**config.mk**
```make
export PLATFORM = sky130hd
export DESIGN_NAME = ycbcr_to_rgb444
export DESIGN_NICKNAME = d
export VERILOG_FILES = /design/src/rtl/pixel_pkg.sv /design/src/rtl/ycc_clamp4.sv /design/src/rtl/ycbcr_to_rgb444.sv
export SDC_FILE = /design/constraint.sdc
export NUM_CORES = 1
export LEC_CHECK = 0
export ABC_AREA = 1
export CAP_MARGIN = 10
export CORE_ASPECT_RATIO = 1.5
export CORE_UTILIZATION = 30
export DETAILED_ROUTE_END_ITERATION = 8
export GPL_ROUTABILITY_DRIVEN = 1
export SYNTH_ARGS = -nofsm -noshare
export SYNTH_HDL_FRONTEND = slang
export SYNTH_SLANG_ARGS = --single-unit
```
**constraint.sdc**
```tcl
create_clock -name clk -period 7.25 [get_ports clk]
set_input_delay 1.45 -clock clk [delete_from_list [all_inputs] [get_ports clk]]
set_output_delay 1.45 -clock clk [all_outputs]
set_load 0.01 [all_outputs]
```
**src/rtl/pixel_pkg.sv**
```systemverilog
// Shared pixel-format definitions for the YCbCr to RGB444 display path:
// RGB444 layout, BT.601 studio-range coefficients and offsets.
package pixel_pkg;

  localparam int DIFF_W = 9;
  localparam int SUM_W  = 20;

  // Field order puts R in [11:8], G in [7:4], B in [3:0]
  typedef struct packed {
    logic [3:0] r;
    logic [3:0] g;
    logic [3:0] b;
  } rgb444_t;

  localparam logic signed [SUM_W-1:0] COEF_Y  = 20'sd298;
  localparam logic signed [SUM_W-1:0] COEF_RV = 20'sd409;
  localparam logic signed [SUM_W-1:0] COEF_GV = 20'sd208;
  localparam logic signed [SUM_W-1:0] COEF_GU = 20'sd100;
  localparam logic signed [SUM_W-1:0] COEF_BU = 20'sd516;

  localparam logic [7:0] Y_OFFSET = 8'd16;
  localparam logic [7:0] C_OFFSET = 8'd128;

  localparam logic signed [SUM_W-1:0] ROUND = 20'sd128;

  function automatic logic signed [SUM_W-1:0] sext_diff(input logic signed [DIFF_W-1:0] v);
    return {{(SUM_W-DIFF_W){v[DIFF_W-1]}}, v};
  endfunction

endpackage

```
**src/rtl/ycc_clamp4.sv**
```systemverilog
// One colour channel: fixed-point sum to rounded 8-bit value, clamped to
// 0..255, then reduced to 4 bits as the exact inverse of x17 expansion.
module ycc_clamp4
  import pixel_pkg::*;
(
  input  logic signed [SUM_W-1:0] sum,
  output logic [3:0]              c4,
  output logic                    clipped
);

  logic signed [SUM_W-1:0] rounded;
  logic signed [SUM_W-1:0] c8_wide;
  logic [7:0]              c8;

  always_comb begin
    rounded = sum + ROUND;
    c8_wide = rounded >>> 8;
    clipped = 1'b0;
    c8      = c8_wide[7:0];
    if (c8_wide < 20'sd0) begin
      c8      = 8'd0;
      clipped = 1'b1;
    end else if (c8_wide > 20'sd255) begin
      c8      = 8'd255;
      clipped = 1'b1;
    end
    // (c8*15 + 128) >> 8 maps 17n back to n for every 4-bit n
    c4 = 4'(({4'b0, c8} * 12'd15 + 12'd128) >> 8);
  end

endmodule

```
**src/rtl/ycbcr_to_rgb444.sv**
```systemverilog
// Three-stage valid/ready pipeline converting BT.601 studio-range YCbCr to
// RGB444, with a saturating counter of pixels that needed clamping.
module ycbcr_to_rgb444
  import pixel_pkg::*;
#(
  parameter int USER_W     = 1,
  parameter int CLIP_CNT_W = 16
) (
  input  logic                  clk,
  input  logic                  rst_n,
  input  logic                  in_valid,
  output logic                  in_ready,
  input  logic [7:0]            in_y,
  input  logic [7:0]            in_cb,
  input  logic [7:0]            in_cr,
  input  logic [USER_W-1:0]     in_user,
  output logic                  out_valid,
  input  logic                  out_ready,
  output logic [11:0]           out_pixel,
  output logic [USER_W-1:0]     out_user,
  input  logic                  clip_clear,
  output logic [CLIP_CNT_W-1:0] clip_count
);

  logic s1_valid, s2_valid;
  logic s1_adv, s2_adv, s3_adv;

  logic signed [DIFF_W-1:0] s1_yd, s1_cbd, s1_crd;
  logic [USER_W-1:0]        s1_user;

  logic signed [SUM_W-1:0]  s2_r, s2_g, s2_b;
  logic [USER_W-1:0]        s2_user;

  logic [3:0] r4, g4, b4;
  logic       r_clip, g_clip, b_clip;
  logic       any_clip;
  rgb444_t    s3_pixel;

  // Each stage moves when it is empty or its successor moves
  assign s3_adv   = out_ready || !out_valid;
  assign s2_adv   = !s2_valid || s3_adv;
  assign s1_adv   = !s1_valid || s2_adv;
  assign in_ready = s1_adv;

  always_ff @(posedge clk or negedge rst_n) begin
    if (!rst_n) begin
      s1_valid <= 1'b0;
      s1_yd    <= '0;
      s1_cbd   <= '0;
      s1_crd   <= '0;
      s1_user  <= '0;
    end else if (s1_adv) begin
      s1_valid <= in_valid;
      s1_yd    <= $signed({1'b0, in_y}  - {1'b0, Y_OFFSET});
      s1_cbd   <= $signed({1'b0, in_cb} - {1'b0, C_OFFSET});
      s1_crd   <= $signed({1'b0, in_cr} - {1'b0, C_OFFSET});
      s1_user  <= in_user;
    end
  end

  always_ff @(posedge clk or negedge rst_n) begin
    if (!rst_n) begin
      s2_valid <= 1'b0;
      s2_r     <= '0;
      s2_g     <= '0;
      s2_b     <= '0;
      s2_user  <= '0;
    end else if (s2_adv) begin
      s2_valid <= s1_valid;
      s2_r     <= sext_diff(s1_yd) * COEF_Y + sext_diff(s1_crd) * COEF_RV;
      s2_g     <= sext_diff(s1_yd) * COEF_Y - sext_diff(s1_cbd) * COEF_GU
                - sext_diff(s1_crd) * COEF_GV;
      s2_b     <= sext_diff(s1_yd) * COEF_Y + sext_diff(s1_cbd) * COEF_BU;
      s2_user  <= s1_user;
    end
  end

  ycc_clamp4 u_clamp_r (.sum(s2_r), .c4(r4), .clipped(r_clip));
  ycc_clamp4 u_clamp_g (.sum(s2_g), .c4(g4), .clipped(g_clip));
  ycc_clamp4 u_clamp_b (.sum(s2_b), .c4(b4), .clipped(b_clip));

  assign any_clip = r_clip || g_clip || b_clip;

  always_comb begin
    s3_pixel   = '0;
    s3_pixel.r = r4;
    s3_pixel.g = g4;
    s3_pixel.b = b4;
  end

  always_ff @(posedge clk or negedge rst_n) begin
    if (!rst_n) begin
      out_valid <= 1'b0;
      out_pixel <= 12'h000;
      out_user  <= '0;
    end else if (s3_adv) begin
      out_valid <= s2_valid;
      if (s2_valid) begin
        out_pixel <= s3_pixel;
        out_user  <= s2_user;
      end
    end
  end

  // Clear beats a simultaneous increment; count sticks at all-ones
  always_ff @(posedge clk or negedge rst_n) begin
    if (!rst_n) begin
      clip_count <= '0;
    end else if (clip_clear) begin
      clip_count <= '0;
    end else if (s3_adv && s2_valid && any_clip && (clip_count != '1)) begin
      clip_count <= clip_count + 1'b1;
    end
  end

endmodule

```
# Word-level counts from Yosys, hierarchy flattened
# Index checks and enable logic that the tools add are counted.
dict set report word_totals {
  ff_bits 121
  inputBits 30
  output_inout_bits 31
  word_cells 70
}
dict set report op_classes {
  add_sub_neg 14
  multipliers 8
  order_cmp 6
  n_eq_ne 1
  mux 14
  reduce_logical 13
}
# cell n
set ops {}
lappend ops {{adder 20 x 9 -> 20 bit, second input constant} 3}
lappend ops {{two-way mux 8 bit} 6}
lappend ops {{adder 12 x 8 -> 12 bit, second input constant} 3}
lappend ops {{greater-than comparator 12 x 9 -> 1 bit, second input constant} 3}
lappend ops {{< comparator 12 x 1 -> 1 bit, second input constant} 3}
lappend ops {{multiplier 8 x 4 -> 12 bit, second input constant} 3}
lappend ops {{multiplier 9 x 9 -> 18 bit, second input constant} 2}
lappend ops {{two-way mux 16 bit} 2}
lappend ops {{adder 19 x 19 -> 20 bit} 1}
lappend ops {{adder 19 x 20 -> 20 bit} 1}
lappend ops {{subtractor 19 x 17 -> 20 bit} 1}
lappend ops {{subtractor 20 x 18 -> 20 bit} 1}
lappend ops {{multiplier 9 x 10 -> 19 bit, second input constant} 1}
lappend ops {{subtractor 8 x 8 -> 9 bit, second input constant} 2}
lappend ops {{adder 16 x 1 -> 16 bit, second input constant} 1}
lappend ops {{inequality test 16 bit, second input constant} 1}
lappend ops {{multiplier 9 x 6 -> 15 bit, second input constant} 1}
lappend ops {{multiplier 9 x 5 -> 14 bit, second input constant} 1}
lappend ops {{subtractor 8 x 5 -> 9 bit, second input constant} 1}
lappend ops {{two-way mux 1 bit} 6}
lappend ops {{logical OR 1 bit} 5}
lappend ops {{logical AND 1 bit} 3}
lappend ops {{zero test 1 bit} 3}
lappend ops {{AND reduction 2 bit} 1}
lappend ops {{nonzero test 2 bit} 1}

# Depth between registers and ports, before layout
# Gate-level depths: netlist (run 1).
dict set report depth {
  depth_word 10
  ltp_mapped 31
  ltp_nobuf 31
}

# Hierarchy
# A second synthesis (run 1) with hierarchy kept.
dict set report hier_totals {
  cells_unflattened 1932
  area_unflattened_um2 15726.3
}
# mod n_inst cells_each area_per_inst_um2
set by_module_without_submodules {}
lappend by_module_without_submodules {ycbcr_to_rgb444 1 1419 11999.0}
lappend by_module_without_submodules {ycc_clamp4 3 171 1242.4}

# Least setup slack after synthesis (run 1)
# No wires, ideal clock.
dict set report synth_timing {
  kind {register to register}
  start {reg s1_yd[7]}
  end {reg s2_r[12]}
  setup_ns 0.118
  t_arrival_ns 5.487
  t_required_ns 7.132
  setup_slack_ns 1.645
  path_stages_with_launch 29
  path_buffers 0
  period_less_slack_ns 5.605
  cell_sequence {dfrtp_1 inv_1 ha_1 inv_1 ha_1 inv_1 fa_1 inv_1 fa_1 ha_1 nand2_1 inv_1 nand2_1 nand2_1 a21oi_1 xnor2_1 ha_1 inv_1 fa_1 fa_1 inv_1 ha_1 a21oi_1 nand2_1 a21oi_1 o21ai_0 or2_2 nand3_1 nand2_1}
}
dict set report synth_via {
  elab_chain_len 2
}
# item line
set synth_lines {}
lappend synth_lines {{start, declared} ycbcr_to_rgb444.sv:28} ;# logic signed [DIFF_W-1:0] s1_yd, s1_cbd, s1_crd;
lappend synth_lines {{start signal, assigned} ycbcr_to_rgb444.sv:54} ;# s1_yd <= $signed({1'b0, in_y} - {1'b0, Y_OFFSET});
lappend synth_lines {{multiplier 9 x 9 -> 18 bit} ycbcr_to_rgb444.sv:70} ;# s2_r <= sext_diff(s1_yd) * COEF_Y + sext_diff(s1_crd) * COEF_RV;
lappend synth_lines {{adder 19 x 19 -> 20 bit} ycbcr_to_rgb444.sv:70}
lappend synth_lines {{end signal, assigned} ycbcr_to_rgb444.sv:70}
lappend synth_lines {{end, declared} ycbcr_to_rgb444.sv:31} ;# logic signed [SUM_W-1:0] s2_r, s2_g, s2_b;
# Every way passes these cells.
# A chain may end at the register's enable or synchronous reset.

# Worst setup path after layout (run 1)
dict set report layout_timing {
  start {reg s1_yd[8]}
  end {reg s2_r[12]}
}
# Same word-level chain as after synthesis.

==> results of run 1 <==
-- sequential cells by signal, summed over array words and instances (netlist names) --
signal	cells
out_valid	1
s2_r	13
s2_b	13
out_pixel	12
s2_user	1
s1_valid	1
s1_user	1
s1_crd	8
clip_count	16
out_user	1
s1_yd	9
s1_cbd	8
s2_g	13
s2_valid	1
-- cell families after synthesis --
family / Yosys count / share of synthesized area, %
and+or+nand+nor: 701 / 22.0
AOI/OAI and AO/OA: 235 / 8.61
xor gates and xnor gates: 90 / 5.28
buffers and inverters: 410 / 10.5
muxes: 12 / 0.905
adders and majority gates: 374 / 36.3
DFF: 98 / 16.4
-- metrics by stage --
step           hold slack (ns)  instances  worst slack [ns]  cell area, um^2
6_report                 0.474       2633             0.984            16600
5_1_grt                  0.492       2633             0.635            16600
4_1_cts                  0.483       2633             0.982            16600
3_5_place_dp             0.463       2617              1.00            16300
3_3_place_gp             0.464       2617              1.11            16300
2_1_floorplan            0.438       1920              1.64            14900
-- per-layer routing --
layer	share of wire [%]	routed length (um)	vias to the layer above
met5	0	0	-
met4	5.1	1870	0
met3	2.2	793	78
met2	52	19100	176
met1	41	14800	5633
li1	-	-	6257
-- tightest hold or removal path, delay by kind of cell (launching register included) --
family / cells / cell delay (ns)
flip-flops: 1 / 0.35
AND/OR/NAND/NOR: 2 / 0.09
-- cell usage after synthesis (3+ instances only) --
master,instances,area share [%]
a21o_1,11,0.55
a21oi_1,94,3.2
a31o_2,3,0.18
a31oi_1,9,0.38
buf_1,3,0.075
clkbuf_1,15,0.38
dfrtp_1,98,16
fa_1,99,13
ha_1,275,23
inv_1,382,9.6
mux2_2,12,0.90
nand2_1,369,9.3
nand2_2,10,0.42
nand2_4,5,0.38
nand3_1,102,3.4
nand3_2,15,1.0
nand3b_1,8,0.40
nand4_1,42,1.8
nor2_1,87,2.2
nor2_2,11,0.46
nor2_4,9,0.68
nor3_1,18,0.60
o211ai_1,5,0.25
o21ai_0,95,3.2
o21bai_1,8,0.40
o22ai_1,3,0.13
or2_2,17,0.71
xnor2_1,38,2.2
xor2_1,52,3.0
-- worst paths after layout --
| kind | start | slack [ns] | cells past startpoint | end |
|---|---|---|---|---|
| worst min register to register | s1_user | 0.47 | 2 | s2_user |
| min in group asynchronous | rst_n | 1.02 | 1 | s2_user |
| worst max-delay path | s1_yd[8] | 0.98 | 25 | s2_r[12] |
| worst min-delay path | s1_user | 0.47 | 2 | s2_user |
| worst max register to register | s1_yd[8] | 0.98 | 25 | s2_r[12] |
| max in group asynchronous | rst_n | 4.99 | 2 | s2_r[14] |
-- cell usage in the layout (no fill, tap or decap), types with 9 or more instances in the layout --
master	count
nand2_1	368
inv_1	382
nand3_2	15
nor3_1	18
o21ai_0	95
a21oi_1	94
dfrtp_1	98
clkbuf_16	9
xor2_1	52
nand4_1	42
ha_1	275
a21o_1	11
or2_2	17
nor2_1	87
clkdlybuf4s50_1	59
a31oi_1	9
nor2_4	9
fa_1	99
nor2_2	11
nand2_2	11
nand3_1	102
xnor2_1	38
mux2_2	12
-- area by class of cell --
class                      count  share of cell area (%)
multi-input combinational   1412                    65.8
clock inverter                 5                   0.520
inverter                     387                    8.77
timing repair buffer          64                    3.79
sequential                    98                    14.8
tap                          656                    4.95
clock buffer                  11                    1.40
==> metrics.md, run 1 <==
| Metric | Value |
|---|---|
| Remaining antenna violation count after routing | `0` |
| Crit path time final | `6.27 ns` |
| # fillers | `just over 5000` |
| Fin util | `between 30 and 40%` |
| Clock Latency Late Sink | `approximately 0.38 ns` |
| Largest net degree at the start of global routing | `69` |
| Initial antenna violation count | `0` |
| GR Overflow Total | `0` |
| Met2 GRT Util | `around 28%` |
| H-tree levels | `3` |
| CTS max path bufs | `2` |
| Final worst-path cycle share | `between 80% and 90%` |
| Final Max Slew Viols | `0` |
| Critical path required time | `7.53 ns` |
| Area grow syn2layout | `11.1%` |
| Area of the die | `50700 um^2` |
| Outcome | `finished, final reports clean` |
| Yosys warning total | `0` |
| Gate Count Post-Synth | `approximately 1900` |
| IO buf count | `60` |
| Hold bufs inserted after CTS | `0` |
| Syn Area/Cell | `~8 um^2` |
| Grt met3 use | `1.97%` |
| Die H | `~280 um` |
| Largest stage delay, worst path | `roughly 0.55 ns` |
| Antenna diode count | `0` |
| Core Area | `48900 um^2` |
| Clock tree from TritonCTS | `built` |
| Multi-input logic area | `between 10000 and 15000 um^2` |
| Slew HR | `26.4%` |
| Crit path launch type | `flop` |
| Type of the worst min-delay path | `reg -> reg` |
| First-pass GRT wire length | `between 60000 and 70000 um` |
| Drt drc | `0` |
| Final Net Count | `between 2000 and 2500` |
| Slew @ Worst Pin | `between 1 and 1.5 ns` |
| Fmax achieved | `160 MHz` |
| Synthesized Nets | `around 2300` |
| Unique masters post-synth | `between 40 and 50` |
| Detailed-route via count | `12100` |
| Storage cell area | `between 2000 and 2500 um^2` |
| WP data arrival | `between 6 and 7 ns` |
| # rows | `just under 100` |
| Post-synth EDFFs | `0` |
| Worst path bufs/invs | `5` |
| First-pass iteration count of the detailed router | `5` |
| Vias per cell | `around 4.6` |
| GR Util All Layers | `between 15 and 20%` |
| Final setup fails | `0` |
| Post-CTS Setup Bufs | `0` |
| Routability congestion estimate | `0.901` |
| Fraction of layout cells with a size suffix above 1 | `roughly 5.6%` |
| Ports | `61` |
| CTS buffer count | `9` |
| Chip Width | `184 um` |
| Sequential area share after synthesis | `16.4%` |
| Setup TNS | `0 ns` |
| Drt initial violations | `between 400 and 500` |
| Routed wire length per instance | `13.9 um` |
| Flops & latches, synth | `about 100` |
| Crit Path Category | `reg -> reg` |
| Critical path capture point type | `flop` |
| Clock sink total | `between 90 and 100` |
| Synth async-reset ratio | `between 90% and 100%` |
| Crit-path slowest cell | `fa_1` |
| Kind of cell adding the most delay to the critical path | `adder cells` |
| HPWL Detailed | `~31000 um` |
| WL final | `~37000 um` |
| Final hold vios | `0` |
| Most Crowded Layer GR | `met2` |
| RSZ-0062 raised after global routing | `no` |
| CTS resizes | `0` |
| Root Buffer | `clkbuf_16` |
| Max-cap viol count | `0` |
| Met1 GRT Util | `16.0%` |
| Initial core utilization | `30.5%` |
| Vias in the first global route | `12400` |
| CP Max Fanout | `10` |
| CTS clock-pin slew for the worst setup and hold paths | `0.08 ns` |
| Main synth FF type | `dfrtp_1` |
| Syn Std Cell Area | `14900 um^2` |
| Layout Skew | `about 0.014 ns` |
Power of run 1 is left out: the tool's default activity adds up to more than one toggle a clock period on the data nets, which glitch-free logic cannot reach.
==> inputs of run 2 (changes only) <==
--- a/config.mk
+++ b/config.mk
@@ -8,9 +8,10 @@
 export ABC_AREA = 1
 export CAP_MARGIN = 10
 export CORE_ASPECT_RATIO = 1.5
-export CORE_UTILIZATION = 30
+export CORE_UTILIZATION = 33
 export DETAILED_ROUTE_END_ITERATION = 8
 export GPL_ROUTABILITY_DRIVEN = 1
+export SLEW_MARGIN = 15
 export SYNTH_ARGS = -nofsm -noshare
 export SYNTH_HDL_FRONTEND = slang
 export SYNTH_SLANG_ARGS = --single-unit
==> run 2 against run 1 <==
  * Die area is 9.0% lower
  * Clock-buffer cell count is 2 lower
  * Maximum frequency is 0.46% higher
  * Core utilization is 3.0 points higher
  * Routed wire length is 0.80% lower
  * Largest cell class unchanged
==> metrics.md, run 2 (synthesized netlist as in run 1, its figures left out) <==
| Metric | Value |
|---|---|
| WP data arrival | `6.52 ns (-0.02 ns)` |
| Final setup fails | `0 (unchanged)` |
| Hold bufs inserted after CTS | `0 (unchanged)` |
| Final hold vios | `0 (unchanged)` |
| Routability congestion estimate | `0.921 (+2.2%)` |
| Setup TNS | `0 ns (unchanged)` |
| Fmax achieved | `160 MHz (+0.46%)` |
| Worst Hold Path Cells | `2 (unchanged)` |
| Area grow syn2layout | `10.3%` |
| # rows | `95 (-4.0%)` |
| Max-cap viol count | `0 (unchanged)` |
| Clock sink total | `98 (unchanged)` |
| HPWL Detailed | `31000 um (-0.62%)` |
| Vias in the first global route | `12600 (+1.8%)` |
| Drt initial violations | `561 (+32%)` |
| Final worst-path cycle share | `86.0% (-0.40 points)` |
| CTS buffer count | `9 (unchanged)` |
| Remaining antenna violation count after routing | `0 (unchanged)` |
| CP Max Fanout | `10 (unchanged)` |
| Critical path required time | `7.53 ns (about the same)` |
| Core Area | `44700 um^2 (-8.7%)` |
| Final Net Count | `2375 (-0.042%)` |
| RSZ-0062 raised after global routing | `no` |
| Slew @ Worst Pin | `1.11 ns (+0.00305 ns)` |
| Max reg flops | `16 (unchanged)` |
| Most frequent cells in the layout | `inv_1, nand2_1, ha_1, nand3_1, fa_1` |
| Chip Width | `176 um (-4.6%)` |
| GR Util All Layers | `16.5% (+1.5 points)` |
| Clock Latency Late Sink | `0.38 ns (about the same)` |
| Antenna diode count | `0 (unchanged)` |
| Vias per cell | `4.78 (+3.6%)` |
| WL final | `36300 um (-0.80%)` |
| Root Buffer | `clkbuf_16` |
| CTS resizes | `0 (unchanged)` |
| Die H | `263 um (-4.6%)` |
| CTS clock-pin slew for the worst setup and hold paths | `0.08 ns (about the same)` |
| Initial antenna violation count | `0 (unchanged)` |
| Critical path capture point type | `flop` |
| First-pass iteration count of the detailed router | `5 (unchanged)` |
| Fraction of layout cells with a size suffix above 1 | `5.67% (+0.053 points)` |
| Most flops, register | `clip_count` |
| Outcome | `finished, final reports clean` |
| IO buf count | `60 (unchanged)` |
| Final Max Slew Viols | `0 (unchanged)` |
| GR Overflow Total | `0 (unchanged)` |
| Reg2reg path depth | `25 (unchanged)` |
| Slew HR | `26.2% (-0.20 points)` |
| Crit path time final | `6.24 ns (-0.0288 ns)` |
| Routed wire length per instance | `14.2 um (+2.1%)` |
| Most common cell after layout, fill and taps aside | `inv_1` |
| Post-CTS Setup Bufs | `0 (unchanged)` |
| Drt drc | `0 (unchanged)` |
| Crit Path Category | `reg -> reg` |
| Ports | `61 (unchanged)` |
| Clock tree from TritonCTS | `built` |
| Type of the worst min-delay path | `reg -> reg` |
| CTS max path bufs | `2 (unchanged)` |
| Crit path launch type | `flop` |
| Detailed-route via count | `12200 (+0.66%)` |
| First-pass GRT wire length | `60900 um (+1.6%)` |
| Initial core utilization | `33.4% (+2.9 points)` |
| Layout Skew | `0.0115 ns (-0.00303 ns)` |
| Largest net degree at the start of global routing | `68 (-1.4%)` |
| Area of the die | `46100 um^2 (-9.0%)` |
| H-tree levels | `3 (unchanged)` |
[run 2: cell count changes in the layout (fill, tap and decap cells not counted), sizes merged]
| cell | change |
|---|---|
| clkinvlp | +2 |
| bufinv | -1 |
| clkbuf | -2 |
| inv | +2 |
| buf | -1 |
| clkinv | -1 |
[run 2: area by class of cell]
| cell class | count | area [um^2] |
|---|---|---|
| Tap cell | 582 | 728 |
| Clock inverter | 7 | 82.6 |
| Clock buffer | 9 | 225 |
| Timing Repair Buffer | 63 | 621 |
| Multi-Input combinational cell | 1412 | 10900 |
| Sequential cell | 98 | 2450 |
| Fill cell | 4714 | 28200 |
| Inverter | 387 | 1450 |
[run 2: metal layers]
layer  vias up  GRT usage (%)  wire length [um]
li1       6264              -                 -
met1      5699           17.5             14400
met2       186           31.5             19300
met3        75           2.05               854
met4         0           7.99              1670
met5         -              0                 0
[run 2: per-stage QoR]
step | hold WS (ns) | util [%] | setup slack [ns] | area (um^2) | cells
floorplan | 0.438 | - | 1.64 | 14900 | 1920
CTS | 0.482 | 36.9 | 0.943 | 16500 | 2558
global placement | 0.466 | 36.2 | 1.08 | 16200 | 2542
finish | 0.477 | 36.9 | 1.01 | 16500 | 2558
detailed placement | 0.460 | 36.2 | 0.973 | 16200 | 2542
global route | 0.489 | 36.9 | 0.600 | 16500 | 2558
[run 2: path summary, 6_finish.rpt]
kind,from,slack [ns],endpoint
worst min-delay path,out_user,0.48,out_user
worst min register to register,out_user,0.48,out_user
worst max register to register,s1_yd[8],1.01,s2_r[12]
worst max-delay path,s1_yd[8],1.01,s2_r[12]
max in group asynchronous,rst_n,5.01,s1_cbd[4]
min in group asynchronous,rst_n,1.01,out_pixel[8]
[run 2: worst max-delay path: stages (launching register included)]
cell     delay [ns]
dfrtp_1        0.52
ha_1           0.35
inv_1          0.04
ha_1           0.30
inv_1          0.06
fa_1           0.47
inv_1          0.05
fa_1           0.47
ha_1           0.37
nand2_1        0.09
nor2_1         0.14
a21oi_1        0.11
xnor2_1        0.41
ha_1           0.32
inv_1          0.07
fa_1           0.43
fa_1           0.54
inv_1          0.04
ha_1           0.36
a21oi_1        0.23
nand2_1        0.11
a21oi_1        0.11
o21ai_0        0.11
or2_2          0.29
nand3_1        0.07
nand2_1        0.06
Power of run 2 is left out for the same reason.
